## src/rtl/uart_tx_buffered_pkg.sv

```systemverilog
// Shared constants, FSM encoding and baud helper for the buffered UART transmitter.
package uart_tx_buffered_pkg;

    localparam int PARITY_NONE = 0;
    localparam int PARITY_EVEN = 1;
    localparam int PARITY_ODD  = 2;

    typedef enum logic [2:0] {
        ST_IDLE,
        ST_START,
        ST_DATA,
        ST_PARITY,
        ST_STOP
    } tx_state_t;

    function automatic int clks_per_bit(input int clk_hz, input int baud);
        return clk_hz / baud;
    endfunction

endpackage

```

## src/rtl/uart_tx_buffered_if.sv

```systemverilog
// Byte push port: valid/ready handshake with an 8-bit payload.
interface uart_tx_buffered_if;
    logic       valid;
    logic       ready;
    logic [7:0] payload;

    modport master (output valid, output payload, input ready);
    modport slave  (input valid, input payload, output ready);
endinterface

```

## src/rtl/uart_tx_buffered_fifo.sv

```systemverilog
// Synchronous FIFO with extra-MSB pointers; head word is visible combinationally.
module uart_tx_buffered_fifo #(
    parameter  int WIDTH = 8,
    parameter  int DEPTH = 16,
    localparam int AW    = $clog2(DEPTH)
) (
    input  logic             clk,
    input  logic             rst,
    input  logic             push,
    input  logic             pop,
    input  logic [WIDTH-1:0] wdata,
    output logic [WIDTH-1:0] rdata,
    output logic             full,
    output logic             empty,
    output logic [AW:0]      occupancy
);

    logic [WIDTH-1:0] mem [DEPTH];
    logic [AW:0]      wr_ptr_reg;
    logic [AW:0]      rd_ptr_reg;
    logic             do_push;
    logic             do_pop;

    // A full FIFO never accepts, even on a popping cycle: no bypass path.
    assign do_push = push & ~full;
    assign do_pop  = pop & ~empty;

    always_ff @(posedge clk or posedge rst) begin
        if (rst) begin
            wr_ptr_reg <= '0;
            rd_ptr_reg <= '0;
        end else begin
            if (do_push) wr_ptr_reg <= wr_ptr_reg + {{AW{1'b0}}, 1'b1};
            if (do_pop)  rd_ptr_reg <= rd_ptr_reg + {{AW{1'b0}}, 1'b1};
        end
    end

    always_ff @(posedge clk) begin
        if (do_push) mem[wr_ptr_reg[AW-1:0]] <= wdata;
    end

    assign rdata     = mem[rd_ptr_reg[AW-1:0]];
    assign full      = (wr_ptr_reg[AW] != rd_ptr_reg[AW]) &&
                       (wr_ptr_reg[AW-1:0] == rd_ptr_reg[AW-1:0]);
    assign empty     = (wr_ptr_reg == rd_ptr_reg);
    assign occupancy = wr_ptr_reg - rd_ptr_reg;

endmodule

```

## src/rtl/uart_tx_buffered.sv

```systemverilog
// Buffered UART transmitter: FIFO-fed shifter emitting start/8 data/[parity]/stop, LSB first.
module uart_tx_buffered
    import uart_tx_buffered_pkg::*;
#(
    parameter int CLK_HZ     = 27000000,
    parameter int BAUD       = 115200,
    parameter int PARITY     = 0,
    parameter int STOP_BITS  = 1,
    parameter int FIFO_DEPTH = 16
) (
    input  logic                          io_mainClk,
    input  logic                          io_asyncReset,
    uart_tx_buffered_if.slave             io_push,
    output logic                          io_txd,
    output logic                          io_busy,
    output logic [$clog2(FIFO_DEPTH):0]   io_occupancy
);

    localparam int CPB = clks_per_bit(CLK_HZ, BAUD);
    localparam int CW  = $clog2(CPB);

    tx_state_t     state_reg, state_next;
    logic [CW-1:0] cnt_reg, cnt_next;
    logic [2:0]    bit_reg, bit_next;
    logic          stop_reg, stop_next;
    logic [7:0]    shift_reg, shift_next;
    logic          parity_reg, parity_next;
    logic          txd_reg, txd_next;

    logic          pop;
    logic          full;
    logic          empty;
    logic [7:0]    head;
    logic          bit_done;

    uart_tx_buffered_fifo #(.WIDTH(8), .DEPTH(FIFO_DEPTH)) u_fifo (
        .clk       (io_mainClk),
        .rst       (io_asyncReset),
        .push      (io_push.valid),
        .pop       (pop),
        .wdata     (io_push.payload),
        .rdata     (head),
        .full      (full),
        .empty     (empty),
        .occupancy (io_occupancy)
    );

    assign bit_done = (cnt_reg == CW'(CPB - 1));

    always_ff @(posedge io_mainClk or posedge io_asyncReset) begin
        if (io_asyncReset) begin
            state_reg  <= ST_IDLE;
            cnt_reg    <= '0;
            bit_reg    <= '0;
            stop_reg   <= 1'b0;
            shift_reg  <= '0;
            parity_reg <= 1'b0;
            txd_reg    <= 1'b1;
        end else begin
            state_reg  <= state_next;
            cnt_reg    <= cnt_next;
            bit_reg    <= bit_next;
            stop_reg   <= stop_next;
            shift_reg  <= shift_next;
            parity_reg <= parity_next;
            txd_reg    <= txd_next;
        end
    end

    always_comb begin
        state_next  = state_reg;
        cnt_next    = bit_done ? '0 : cnt_reg + CW'(1);
        bit_next    = bit_reg;
        stop_next   = stop_reg;
        shift_next  = shift_reg;
        parity_next = parity_reg;
        pop         = 1'b0;

        case (state_reg)
            ST_IDLE: begin
                cnt_next = '0;
                if (!empty) begin
                    pop        = 1'b1;
                    state_next = ST_START;
                end
            end
            ST_START: begin
                if (bit_done) begin
                    state_next = ST_DATA;
                    bit_next   = '0;
                end
            end
            ST_DATA: begin
                if (bit_done) begin
                    shift_next = {1'b0, shift_reg[7:1]};
                    if (bit_reg == 3'd7) begin
                        state_next = (PARITY != PARITY_NONE) ? ST_PARITY : ST_STOP;
                        stop_next  = 1'b0;
                    end else begin
                        bit_next = bit_reg + 3'd1;
                    end
                end
            end
            ST_PARITY: begin
                if (bit_done) begin
                    state_next = ST_STOP;
                    stop_next  = 1'b0;
                end
            end
            ST_STOP: begin
                if (bit_done) begin
                    if (stop_reg == 1'(STOP_BITS - 1)) begin
                        // Chain straight into the next frame when more bytes wait.
                        if (!empty) begin
                            pop        = 1'b1;
                            state_next = ST_START;
                        end else begin
                            state_next = ST_IDLE;
                        end
                    end else begin
                        stop_next = 1'b1;
                    end
                end
            end
            default: state_next = ST_IDLE;
        endcase

        if (pop) begin
            shift_next  = head;
            parity_next = (^head) ^ (PARITY == PARITY_ODD);
        end

        // The line level is registered from the state being entered.
        case (state_next)
            ST_START:  txd_next = 1'b0;
            ST_DATA:   txd_next = shift_next[0];
            ST_PARITY: txd_next = parity_next;
            default:   txd_next = 1'b1;
        endcase
    end

    assign io_push.ready = ~full;
    assign io_txd        = txd_reg;
    assign io_busy       = (state_reg != ST_IDLE) || (io_occupancy != '0);

endmodule
```

## src/flat_wrapper.sv

```systemverilog
// flat-port wrapper written by rule: the top's interface ports become plain ports
module uart_tx_buffered_flat import uart_tx_buffered_pkg::*;
#(
    parameter int CLK_HZ     = 27000000,
    parameter int BAUD       = 115200,
    parameter int PARITY     = 0,
    parameter int STOP_BITS  = 1,
    parameter int FIFO_DEPTH = 16
)
  (io_mainClk, io_asyncReset, io_txd, io_busy, io_occupancy, io_push_valid, io_push_payload, io_push_ready);
  uart_tx_buffered_if io_push_i ();
  input  logic io_mainClk;
  input  logic io_asyncReset;
  output logic io_txd;
  output logic io_busy;
  output logic [$clog2(FIFO_DEPTH):0] io_occupancy;
  input wire logic [$bits(io_push_i.valid)-1:0] io_push_valid;
  input wire logic [$bits(io_push_i.payload)-1:0] io_push_payload;
  output wire logic [$bits(io_push_i.ready)-1:0] io_push_ready;
  assign io_push_i.valid = io_push_valid;
  assign io_push_i.payload = io_push_payload;
  assign io_push_ready = io_push_i.ready;
  uart_tx_buffered #(.CLK_HZ(CLK_HZ), .BAUD(BAUD), .PARITY(PARITY), .STOP_BITS(STOP_BITS), .FIFO_DEPTH(FIFO_DEPTH)) u_core (.io_mainClk(io_mainClk), .io_asyncReset(io_asyncReset), .io_push(io_push_i), .io_txd(io_txd), .io_busy(io_busy), .io_occupancy(io_occupancy));
endmodule
```

## config.mk

```make
export PLATFORM = sky130hd
export DESIGN_NAME = uart_tx_buffered_flat
export DESIGN_NICKNAME = d
export VERILOG_FILES = /design/src/rtl/uart_tx_buffered_pkg.sv /design/src/rtl/uart_tx_buffered_if.sv /design/src/rtl/uart_tx_buffered_fifo.sv /design/src/rtl/uart_tx_buffered.sv /design/src/flat_wrapper.sv
export SDC_FILE = /design/constraint.sdc
export NUM_CORES = 1
export LEC_CHECK = 0
export CORE_MARGIN = 2
export CORE_UTILIZATION = 55
export CTS_BUF_LIST = sky130_fd_sc_hd__clkbuf_8
export DETAILED_ROUTE_END_ITERATION = 6
export MAX_ROUTING_LAYER = met4
export PLACE_DENSITY = 0.69
export SYNTH_ARGS = -nofsm -noshare
export SYNTH_HDL_FRONTEND = slang
export SYNTH_SLANG_ARGS = --single-unit
```

## constraint.sdc

```tcl
create_clock -name io_mainClk -period 5.8 [get_ports io_mainClk]
set_input_delay 1.74 -clock io_mainClk [delete_from_list [all_inputs] [get_ports io_mainClk]]
set_output_delay 1.74 -clock io_mainClk [all_outputs]
set_load 0.03 [all_outputs]
```

==> summary.md <==
| Metric | Value |
|---|---|
| Post-CTS Setup Bufs | 0 |
| Main area contributors after synthesis | edfxtp_1 (55%), dfrtp_1 (12%), mux4_2 (10%), mux2i_1 (2.6%), ha_1 (2.3%) |
| WP data required | 4.06 ns |
| Clock root buffer | clkbuf_8 |
| Die X | 116 µm |
| Drt first pass iters | 4 |
| First-pass GRT wire length | 19.3 mm |
| Post-route ant nets | 0 |
| Synthesized Nets | 448 |
| Hold EP | u_core.u_fifo.wr_ptr_reg[4]$_DFFE_PP0P_ |
| Total track usage | 21.0% |
| GR Util met2 | 31.9% |
| HP Start | u_core.u_fifo.wr_ptr_reg[4]$_DFFE_PP0P_ |
| Post-synth EDFFs | 128 |
| Max VDD drop | 201 µV |
| Met3 Usage GRT | 5.92% |
| N_diodes | 0 |
| Detailed Route Iter0 Violations | 322 |
| Largest net degree at the start of global routing | 36 |
| Global route overflow | 0 |
| Worst R2R End | u_core.io_txd$_DFF_PP1_ |
| Setup TNS | 0 ns |
| Time the worst path needs with I/O delays and setup | 4.70 ns |
| Worst Path Arrival | 2.96 ns |
| Vias | 3533 |
| Max reg flops | 128 |
| Final #Nets | 474 |
| Reg2Reg Launch Point | u_core.u_fifo.rd_ptr_reg[3]$_DFFE_PP0P_ |
| CP Max Fanout | 20 |
| Fmax | 213 MHz |
| CTS tree | done |
| Maxcap violations | 0 |
| Post_cts resized | 0 |
| Core area | 0.0125 mm² |
| Cells after Synth | 423 |
| Status | finished clean |
| Cts hold-fix bufs | 0 |
| Placed Cells | 602 |
| Worst Tran Pin Value | 1.05 ns |
| Area Growth Syn to Fin | 9.74% |
| Grt met1 use | 27.7% |
| Die area | 0.0136 mm² |
| Die height | 116 µm |
| RD Place Congestion | 0.825 |
| Max clock buf depth | 2 |
| Initial Utilization | 55.7% |
| Pwr/cell area | 343 mW/mm² |
| CTS buffer count | 17 |
| Setup Crit Path Kind | flip-flop to output port |
| Synth top area share | 55.3% |
| Share of layout cells above drive strength 1 | 16.5% |
| Fin Hold WS | 0.498 ns |
| Clock latency on the worst-skew pair | 0.44 ns |
| Area leader, netlist | edfxtp_1 |
| Synth Warn # | 0 |
| # clock sinks | 162 |
| Ys async rst share | 21.0% |
| DP Wirelength | 8.35 mm |
| R2R setup slack | 2.40 ns |
| Grt peak-use layer | met2 |
| Startpoint class of the critical path | flip-flop |
| Via density | 5.59 |
| IO Port Bufs | 18 |
| Fin cells | 632 |
| Setup violators final | 0 |
| Fin crit share | 81.0% |
| Initial antenna violation count | 0 |
| FF-to-FF path depth | 9 |
| Syn_area_per_cell | 16.4 µm² |
| Hold Path Depth | 1 |
| Worst slew margin | 30.1% |
| Post-route DRC | 0 |
| Ports | 19 |
| Main synth FF type | edfxtp_1 |
| H-tree depth | 4 |
| #FFs+latches synth | 162 |
| Vias in the first global route | 3446 |
| Most instantiated cells after synthesis | edfxtp_1 (128), nor2_1 (35), dfrtp_1 (33) |
| Clk_skew | 0.0121 ns |
| Setup crit end kind | output port |
| Unique cell type count in the Yosys netlist | 46 |
| Wire per inst | 20.1 µm |
| RSZ-0062 raised after global routing | false |
| Share of the yosys chip area belonging to registers | 67.6% |
| Final hold vios | 0 |
| CTS clk-pin slew, worst paths | 0.08 ns |
| Final WL | 12.7 mm |
| Leakage power | 2.72 nW |
| Slew Limit Fails | 0 |
| FP Rows | 41 |
| Cell Area, Synth | 0.00695 mm² |
| Hold Path Class | flip-flop to flip-flop |
| Fill cell count | 967 |
| Most frequent cell after synthesis | edfxtp_1 |
[metal layers]
metal / vias to the layer above / routed length [µm]
li1: 1655 / -
met1: 1774 / 5750
met2: 95 / 6230
met3: 9 / 589
met4: 0 / 147
met5: - / 0
[metrics by stage]
step | worst slack, ns | instance area [µm²] | utilization (%) | power [mW]
final | 1.10 | 7630 | 61.2 | 2.61
after global routing | 0.947 | 7630 | 61.2 | 2.73
after CTS | 1.06 | 7630 | 61.2 | 2.64
after detailed placement | 1.55 | 7290 | 58.5 | 1.93
after global placement | 1.60 | 7290 | 58.5 | 1.91
after floorplan | 1.84 | 6950 | - | 1.74
[logic make-up after synthesis]
group                    synth area share [%]
buffers and inverters                    2.36
AND/OR/NAND/NOR                          5.92
flip-flops                               67.6
multiplexers                             14.3
adder cells (fa/ha/maj)                  2.63
AO/OA/AOI/OAI                            3.58
XOR/XNOR                                 3.60
[critical path, cell delays in order, from the launching register on]
cell and delay (ns):
dfrtp_1 0.36, buf_4 0.24, ha_1 0.25, fa_1 0.42
inv_1 0.07, a21o_1 0.10, a21oi_1 0.07, xnor2_1 0.20
nor2_1 0.07, nand2_1 0.06, clkdlybuf4s50_1 0.66
[cell type report]
class                           count  area (µm²)  area share [%]
Multi-Input combinational cell    229        2090            27.4
Timing Repair Buffer               26         240            3.15
Clock buffer                       17         234            3.07
Inverter                           13        48.8           0.640
Clock inverter                     13         101            1.33
Tap cell                          172         215            2.82
Sequential cell                   162        4700            61.6
[report_power, final]
part	internal, mW	switching, mW	leakage, nW
sequential	1.36	0.0500	1.57
clock	0.327	0.390	0.177
combinational	0.188	0.293	0.967
total	1.88	0.733	2.72
[worst max-delay path by stage]
stage               slack [ns]  endpoint                               startpoint  cells past startpoint
detailed placement        1.55   io_busy  u_core.u_fifo.rd_ptr_reg[0]$_DFFE_PP0P_                     10
global placement          1.60   io_busy  u_core.u_fifo.rd_ptr_reg[0]$_DFFE_PP0P_                     10
floorplan                 1.84   io_busy  u_core.u_fifo.wr_ptr_reg[0]$_DFFE_PP0P_                      9
CTS                       1.06   io_busy  u_core.u_fifo.rd_ptr_reg[0]$_DFFE_PP0P_                     10
global route              0.95   io_busy  u_core.u_fifo.rd_ptr_reg[3]$_DFFE_PP0P_                      7
finish                    1.10   io_busy  u_core.u_fifo.rd_ptr_reg[0]$_DFFE_PP0P_                     10
[cell usage in the layout (no fill, tap or decap), types with 5 or more instances in the layout]
master	synthesis	routed
a21oi_1	13	13
buf_4	3	8
clkbuf_8	0	17
clkdlybuf4s50_1	0	18
dfrtp_1	33	32
edfxtp_1	128	128
ha_1	13	13
inv_1	13	18
mux2i_1	18	18
mux4_2	32	32
nand2_1	23	23
nand2b_1	5	5
nand3_1	8	8
nor2_1	35	35
nor3_1	6	6
o21ai_0	6	6
o21ai_1	5	5
xnor2_1	13	13
xor2_1	13	13
(Power assumes the default switching activity.)
